## src/rtl/uart_mmio_pkg.sv

```systemverilog
// Shared definitions for the UART memory-mapped bridge: register offsets,
// STATUS/CTRL bit positions, FSM encoding and the RXDATA empty marker.
package uart_mmio_pkg;

  typedef enum logic [1:0] {
    ST_IDLE    = 2'd0,
    ST_TX_WAIT = 2'd1,
    ST_RESP    = 2'd2
  } state_e;

  // Register offsets, decoded from addr[3:2]
  localparam logic [1:0] REG_TXDATA = 2'd0;
  localparam logic [1:0] REG_RXDATA = 2'd1;
  localparam logic [1:0] REG_STATUS = 2'd2;
  localparam logic [1:0] REG_CTRL   = 2'd3;

  // STATUS bit positions
  localparam int STAT_TX_FULL  = 0;
  localparam int STAT_RX_EMPTY = 1;
  localparam int STAT_OVF      = 2;

  // CTRL bit positions
  localparam int CTRL_STALL_EN = 0;
  localparam int CTRL_OVF_CLR  = 1;
  localparam int CTRL_IRQ_EN   = 2;

  // RXDATA value returned when the RX FIFO is empty
  localparam logic [31:0] RXDATA_EMPTY = 32'h0000_0100;

endpackage

```

## src/rtl/uart_mmio_bridge.sv

```systemverilog
// Memory-mapped front end between the core data port and the UART FIFOs.
// Stores to TXDATA push the TX FIFO (optionally stalling while it is full),
// loads from RXDATA pop the RX FIFO. Every access completes with a single
// registered ack pulse, followed by one recovery cycle before the next access.
module uart_mmio_bridge
  import uart_mmio_pkg::*;
#(
  parameter int ADDR_W        = 4,
  parameter int STALL_TIMEOUT = 1024,
  parameter int CNT_W         = 16
) (
  input  logic              i_mmio_clk,
  input  logic              i_mmio_rst_n,
  input  logic              i_mmio_req,
  input  logic              i_mmio_we,
  input  logic [ADDR_W-1:0] i_mmio_addr,
  input  logic [31:0]       i_mmio_wdata,
  output logic [31:0]       o_mmio_rdata,
  output logic              o_mmio_ack,
  output logic              o_mmio_irq,
  input  logic              i_mmio_tx_full,
  input  logic              i_mmio_rx_empty,
  input  logic [7:0]        i_mmio_rx_pdata,
  output logic              o_mmio_tx_valid,
  output logic [7:0]        o_mmio_tx_pdata,
  output logic              o_mmio_rx_request
);

  localparam int WAIT_W = (STALL_TIMEOUT > 1) ? $clog2(STALL_TIMEOUT) : 1;
  localparam logic [WAIT_W-1:0] WAIT_LAST = WAIT_W'(STALL_TIMEOUT - 1);

  state_e            state_r, state_s;
  logic              ack_r, ack_s;
  logic              tx_valid_r, tx_valid_s;
  logic [7:0]        tx_pdata_r, tx_pdata_s;
  logic              rx_request_r, rx_request_s;
  logic [31:0]       rdata_r, rdata_s;
  logic [CNT_W-1:0]  tx_count_r, tx_count_s;
  logic              ovf_r, ovf_s;
  logic              stall_en_r, stall_en_s;
  logic              irq_en_r, irq_en_s;
  logic              irq_r;
  logic [WAIT_W-1:0] wait_cnt_r, wait_cnt_s;
  logic [31:0]       status_s;
  logic [31:0]       ctrl_s;
  logic [1:0]        reg_sel_s;
  logic              unused_s;

  assign reg_sel_s = i_mmio_addr[3:2];
  assign unused_s  = ^{i_mmio_addr, i_mmio_wdata};

  // Assemble STATUS and CTRL read views from live flags and current state
  always_comb begin
    status_s                = 32'h0000_0000;
    status_s[STAT_TX_FULL]  = i_mmio_tx_full;
    status_s[STAT_RX_EMPTY] = i_mmio_rx_empty;
    status_s[STAT_OVF]      = ovf_r;
    status_s[31:16]         = 16'(tx_count_r);
    ctrl_s                  = 32'h0000_0000;
    ctrl_s[CTRL_STALL_EN]   = stall_en_r;
    ctrl_s[CTRL_IRQ_EN]     = irq_en_r;
  end

  // Next-state and next-output logic; all outputs are registered below
  always_comb begin
    state_s      = state_r;
    ack_s        = 1'b0;
    tx_valid_s   = 1'b0;
    tx_pdata_s   = 8'h00;
    rx_request_s = 1'b0;
    rdata_s      = 32'h0000_0000;
    tx_count_s   = tx_count_r;
    ovf_s        = ovf_r;
    stall_en_s   = stall_en_r;
    irq_en_s     = irq_en_r;
    wait_cnt_s   = wait_cnt_r;
    case (state_r)
      ST_IDLE: begin
        if (i_mmio_req) begin
          state_s = ST_RESP;
          ack_s   = 1'b1;
          case (reg_sel_s)
            REG_TXDATA: begin
              if (!i_mmio_we) begin
                rdata_s = 32'h0000_0000;
              end else if (!i_mmio_tx_full) begin
                tx_valid_s = 1'b1;
                tx_pdata_s = i_mmio_wdata[7:0];
                tx_count_s = tx_count_r + CNT_W'(1);
              end else if (stall_en_r) begin
                state_s    = ST_TX_WAIT;
                ack_s      = 1'b0;
                wait_cnt_s = WAIT_W'(0);
              end else begin
                ovf_s = 1'b1;
              end
            end
            REG_RXDATA: begin
              if (i_mmio_we) begin
                rdata_s = 32'h0000_0000;
              end else if (i_mmio_rx_empty) begin
                rdata_s = RXDATA_EMPTY;
              end else begin
                rdata_s      = {24'h00_0000, i_mmio_rx_pdata};
                rx_request_s = 1'b1;
              end
            end
            REG_STATUS: begin
              rdata_s = i_mmio_we ? 32'h0000_0000 : status_s;
            end
            REG_CTRL: begin
              if (i_mmio_we) begin
                stall_en_s = i_mmio_wdata[CTRL_STALL_EN];
                irq_en_s   = i_mmio_wdata[CTRL_IRQ_EN];
                ovf_s      = i_mmio_wdata[CTRL_OVF_CLR] ? 1'b0 : ovf_r;
              end else begin
                rdata_s = ctrl_s;
              end
            end
            default: begin
              rdata_s = 32'h0000_0000;
            end
          endcase
        end else begin
          state_s = ST_IDLE;
        end
      end
      ST_TX_WAIT: begin
        if (!i_mmio_tx_full) begin
          state_s    = ST_RESP;
          ack_s      = 1'b1;
          tx_valid_s = 1'b1;
          tx_pdata_s = i_mmio_wdata[7:0];
          tx_count_s = tx_count_r + CNT_W'(1);
        end else if (wait_cnt_r == WAIT_LAST) begin
          // Give up: drop the byte and flag the overflow
          state_s = ST_RESP;
          ack_s   = 1'b1;
          ovf_s   = 1'b1;
        end else begin
          wait_cnt_s = wait_cnt_r + WAIT_W'(1);
        end
      end
      ST_RESP: begin
        // One recovery cycle: FIFO flags settle before the next sample
        state_s = ST_IDLE;
      end
      default: begin
        state_s = ST_IDLE;
      end
    endcase
  end

  // State and output registers with synchronous active-low reset
  always_ff @(posedge i_mmio_clk) begin
    if (!i_mmio_rst_n) begin
      state_r      <= ST_IDLE;
      ack_r        <= 1'b0;
      tx_valid_r   <= 1'b0;
      tx_pdata_r   <= 8'h00;
      rx_request_r <= 1'b0;
      rdata_r      <= 32'h0000_0000;
      tx_count_r   <= CNT_W'(0);
      ovf_r        <= 1'b0;
      stall_en_r   <= 1'b1;
      irq_en_r     <= 1'b0;
      irq_r        <= 1'b0;
      wait_cnt_r   <= WAIT_W'(0);
    end else begin
      state_r      <= state_s;
      ack_r        <= ack_s;
      tx_valid_r   <= tx_valid_s;
      tx_pdata_r   <= tx_pdata_s;
      rx_request_r <= rx_request_s;
      rdata_r      <= rdata_s;
      tx_count_r   <= tx_count_s;
      ovf_r        <= ovf_s;
      stall_en_r   <= stall_en_s;
      irq_en_r     <= irq_en_s;
      irq_r        <= irq_en_r & ~i_mmio_rx_empty;
      wait_cnt_r   <= wait_cnt_s;
    end
  end

  assign o_mmio_ack        = ack_r;
  assign o_mmio_tx_valid   = tx_valid_r;
  assign o_mmio_tx_pdata   = tx_pdata_r;
  assign o_mmio_rx_request = rx_request_r;
  assign o_mmio_rdata      = rdata_r;
  assign o_mmio_irq        = irq_r;

endmodule

```

## config.mk

```make
export PLATFORM = sky130hd
export DESIGN_NAME = uart_mmio_bridge
export DESIGN_NICKNAME = d
export VERILOG_FILES = /design/src/rtl/uart_mmio_pkg.sv /design/src/rtl/uart_mmio_bridge.sv
export SDC_FILE = /design/constraint.sdc
export NUM_CORES = 1
export LEC_CHECK = 0
export ABC_AREA = 1
export CORE_MARGIN = 5
export CORE_UTILIZATION = 30
export CTS_CLUSTER_DIAMETER = 50
export CTS_CLUSTER_SIZE = 28
export DETAILED_ROUTE_END_ITERATION = 16
export PLACE_DENSITY_LB_ADDON = 0.15
export SLEW_MARGIN = 0
export SYNTH_ARGS = -nofsm -noshare
export SYNTH_HDL_FRONTEND = slang
export SYNTH_SLANG_ARGS = --single-unit
export TNS_END_PERCENT = 20
```

## constraint.sdc

```tcl
create_clock -name i_mmio_clk -period 2.7 [get_ports i_mmio_clk]
set_input_delay 0.81 -clock i_mmio_clk [delete_from_list [all_inputs] [get_ports i_mmio_clk]]
set_output_delay 0.81 -clock i_mmio_clk [all_outputs]
set_load 0.05 [all_outputs]
```

==> run_results.csv <==
group,metric,value,unit
outcome,outcome,"complete, no violations",
grt,gr-usage-all-layers,12.4,%
setup_path,timing.reg2reg.worst_path_depth,7,
timing,slew-limit-headroom,63.8,%
power_and_ir_drop,flop_pwr_share,45.9,%
yosys,postSynth.asyncResetShare,0,%
setup_path,crit_slowest_cell,"sky130_fd_sc_hd__clkdlybuf4s50_1",
power_and_ir_drop,power.share.combinational,7.7,%
cts,cts.hold.buffers_added,0,
setup_path,cp_max_fo,1,
detailed_routing,drtIter0Drc,94,
cells_and_area,post_layout_nonfiller_instances,637,
setup_path,crit_path_max_incr_delay,820,ps
detailed_routing,vias,2783,
detailed_routing,drtAntennaViolNets,0,
power_and_ir_drop,power.clock.fraction,46.4,%
power_and_ir_drop,pwr_density_cell,541,nW/um2
timing,finalMaxSlewViolations,0,
die,pin_count,94,
setup_path,cp.required,1890,ps
cts,clkTransAtPathRegs,80,ps
cells_and_area,post_route_standard_cell_area_excluding_fillers,4090,um2
timing,timing.clock.skew,9.79,ps
grt,grt_pass1_vias,2694,
placed_design,placed_area,3840,um2
placed_design,dp_cells,621,
grt,wire_length_of_the_first_global_routing_pass,12900,um
die,row_count,37,
power_and_ir_drop,p_sw,0.525,mW
timing,fmax,439,MHz
detailed_routing,route.detailed.wl_per_inst,11.8,um
detailed_routing,drt-pass1-iter-count,4,
timing,rsz0062_at_grt,"false",
cells_and_area,final_common_cell,"sky130_fd_sc_hd__nand2_1",
setup_path,regToRegEndpoint,"tx_count_r[8]$_SDFFE_PN0P_",
setup_path,path_class,"register to output pin",
cts,clock_tree_from_tritoncts,"done",
cts,post_cts.repair.setup_buffers,0,
timing,worstMarginPinSlew,542,ps
setup_path,start_kind,"register",
cells_and_area,share_of_final_layout_standard_cells_stronger_than_drive_strength_1,9.78,%
die,design.die.area,12700,um2
die,coreArea,10300,um2
power_and_ir_drop,static-leakage-power,1.49,nW
cells_and_area,num-nets-final,548,
timing,finalCritPeriodShare,84.5,%
timing,finalHoldViolCount,0,
setup_path,crit_buf_inv,1,
detailed_routing,drc,0,
setup_path,worst_setup_path_endpoint,"o_mmio_tx_valid",
timing,finalCriticalPeriod,2280,ps
setup_path,reg2reg_slack,1110,ps
cts,clock_sinks,68,
cells_and_area,antenna-diode-count,0,
power_and_ir_drop,irDropWorstVdd,279,uV
cts,clock_tree.buffer_depth,2,
cells_and_area,layout.cells.most_common_list,"sky130_fd_sc_hd__nand2_1, sky130_fd_sc_hd__dfxtp_1, sky130_fd_sc_hd__clkdlybuf4s50_1",
yosys,synth_cells,432,
setup_path,worstSetupEndpointType,"output pin",
run,maxCapViolations,0,
yosys,syn-cell-area,3160,um2
cts,cts_root_buffer,"sky130_fd_sc_hd__clkbuf_8",
cts,htreeDepth,3,
cts,cts_inserted_buffers,9,
cts,cts.repair.resized,0,
yosys,count_of_flip_flops_with_a_built_in_enable_after_synthesis,0,
power_and_ir_drop,p_int,1.69,mW
setup_path,path_depth,1,
setup_path,reg2reg_from,"tx_count_r[0]$_SDFFE_PN0P_",
yosys,sequential_area_share_after_synthesis,43.1,%
placed_design,dp_hpwl,5520,um
die,floorplan.initialDensity,30.6,%
cts,worst_skew_pair.late_latency,340,ps
detailed_routing,post_drt_via_cell_ratio,4.37,
hold_path,worst_hold_check_path_type,"register to register",
die,die_span_in_y,113,um
placed_design,io_buffers,60,
yosys,syn_area_per_cell,7.32,um2
grt,largest_net_degree_at_the_start_of_global_routing,23,
power_and_ir_drop,total_power,2.21,mW
placed_design,gp_routability_congestion,0.866,
timing,setup_viol_count_final,0,
yosys,synth_ff_type,"sky130_fd_sc_hd__dfxtp_1",
yosys,yosysUniqueCellTypes,35,
yosys,yosys_register_bits,68,
setup_path,path_cells,"clkdlybuf4s50_1",
yosys,synth_warnings,0,
detailed_routing,wirelength,7500,um
setup_path,cp-startpoint,"o_mmio_tx_valid$_SDFF_PN0_",
die,chipWidth,113,um
setup_path,cell_family_contributing_the_most_delay_on_the_critical_path,"buffers and inverters",
grt,overflow,0,
setup_path,crit_arrival,1470,ps
grt,antenna_violations_before_repair,0,
timing,sum_of_negative_setup_slack,0,ps
power_and_ir_drop,swShare,23.7,%
cells_and_area,layout-area-overhead-vs-synth,29.4,%
[layer usage]
| layer | up-vias | wire length, um | GRT usage [%] |
|---|---|---|---|
| li1 | 1482 | - | - |
| met1 | 1229 | 3820 | 16.7 |
| met2 | 66 | 3200 | 19.3 |
| met3 | 6 | 417 | 3.88 |
| met4 | 0 | 63 | 3.13 |
| met5 | - | 0 | 0 |
[tightest hold or removal path: stages (launching register included)]
cell and delay [ps]:
sky130_fd_sc_hd__dfxtp_1 320, sky130_fd_sc_hd__inv_1 60, sky130_fd_sc_hd__nor3_1 50
[per-stage QoR]
stage	hold WS, ps	util [%]	setup WS (ps)
final	463	39.6	420
after global routing	501	39.6	356
after CTS	470	39.6	389
after detailed placement	459	37.2	288
after global placement	457	37.2	299
after floorplan	435	-	1020
[Yosys cell counts (2+ instances only)]
cell,instances,area [um2]
sky130_fd_sc_hd__nand2_4,5,56.3
sky130_fd_sc_hd__inv_2,3,11.3
sky130_fd_sc_hd__inv_1,43,161
sky130_fd_sc_hd__a21oi_4,2,32.5
sky130_fd_sc_hd__a21oi_1,27,135
sky130_fd_sc_hd__nand4_1,9,56.3
sky130_fd_sc_hd__ha_1,2,25.0
sky130_fd_sc_hd__nand2_2,4,25.0
sky130_fd_sc_hd__a31oi_1,2,12.5
sky130_fd_sc_hd__buf_6,4,45.0
sky130_fd_sc_hd__xor2_1,4,35.0
sky130_fd_sc_hd__o21ai_0,7,35.0
sky130_fd_sc_hd__clkbuf_1,2,7.51
sky130_fd_sc_hd__nor2_2,3,18.8
sky130_fd_sc_hd__nand3_2,2,20.0
sky130_fd_sc_hd__nor3b_1,2,15.0
sky130_fd_sc_hd__nor2_1,59,221
sky130_fd_sc_hd__dfxtp_1,68,1360
sky130_fd_sc_hd__nand2_1,113,424
sky130_fd_sc_hd__buf_4,8,60.1
sky130_fd_sc_hd__nand3_1,28,140
sky130_fd_sc_hd__nor3_1,18,90.1
sky130_fd_sc_hd__nor2_4,5,56.3
[area by class of cell]
type	count	area, um2
fill	1100	6230
multi-input combinational	306	1500
sequential	68	1360
timing repair buffer	63	623
inverter	48	188
tap	136	170
clock buffer	9	124
clock inverter	7	123
[kinds of logic (layout without fill, tap and decap cells)]
family                   Yosys count  count (layout)  synth area share, %
AO/OA/AOI/OAI                     42              42                 7.72
XOR/XNOR                           4               4                 1.11
adder cells (fa/ha/maj)            2               2                0.792
buffers and inverters             64             127                 10.1
flip-flops                        68              68                 43.1
other                              1               7                0.119
AND/OR/NAND/NOR                  251             251                 37.1
[power groups by stage]
| stage | clock network, mW | logic (mW) | registers, mW |
|---|---|---|---|
| 2_1_floorplan | 0 | 0.105 | 1.05 |
| 3_3_place_gp | 0 | 0.169 | 1.04 |
| 3_5_place_dp | 0 | 0.171 | 1.04 |
| 4_1_cts | 1.06 | 0.172 | 1.02 |
| 5_1_grt | 1.10 | 0.187 | 1.02 |
| 6_report | 1.03 | 0.170 | 1.02 |
[worst min-delay path by stage]
stage          slack, ps  depth (start not counted)                  start                     to
6_report             460                          2  irq_en_r$_SDFFE_PN0P_  o_mmio_irq$_SDFF_PN0_
5_1_grt              500                          2  irq_en_r$_SDFFE_PN0P_  o_mmio_irq$_SDFF_PN0_
4_1_cts              470                          2  irq_en_r$_SDFFE_PN0P_  o_mmio_irq$_SDFF_PN0_
3_5_place_dp         460                          2  irq_en_r$_SDFFE_PN0P_  o_mmio_irq$_SDFF_PN0_
3_3_place_gp         460                          2  irq_en_r$_SDFFE_PN0P_  irq_en_r$_SDFFE_PN0P_
2_1_floorplan        440                          2  irq_en_r$_SDFFE_PN0P_  o_mmio_irq$_SDFF_PN0_
[state kept, by name, summed over array words and instances, names as in the netlist]
register	flops
ovf_r	1
tx_count_r	16
wait_cnt_r	10
o_mmio_tx_valid	1
o_mmio_ack	1
state_r	2
o_mmio_irq	1
irq_en_r	1
o_mmio_tx_pdata	8
o_mmio_rx_request	1
o_mmio_rdata	25
stall_en_r	1
Note: power is estimated with default switching activity, not from simulation.
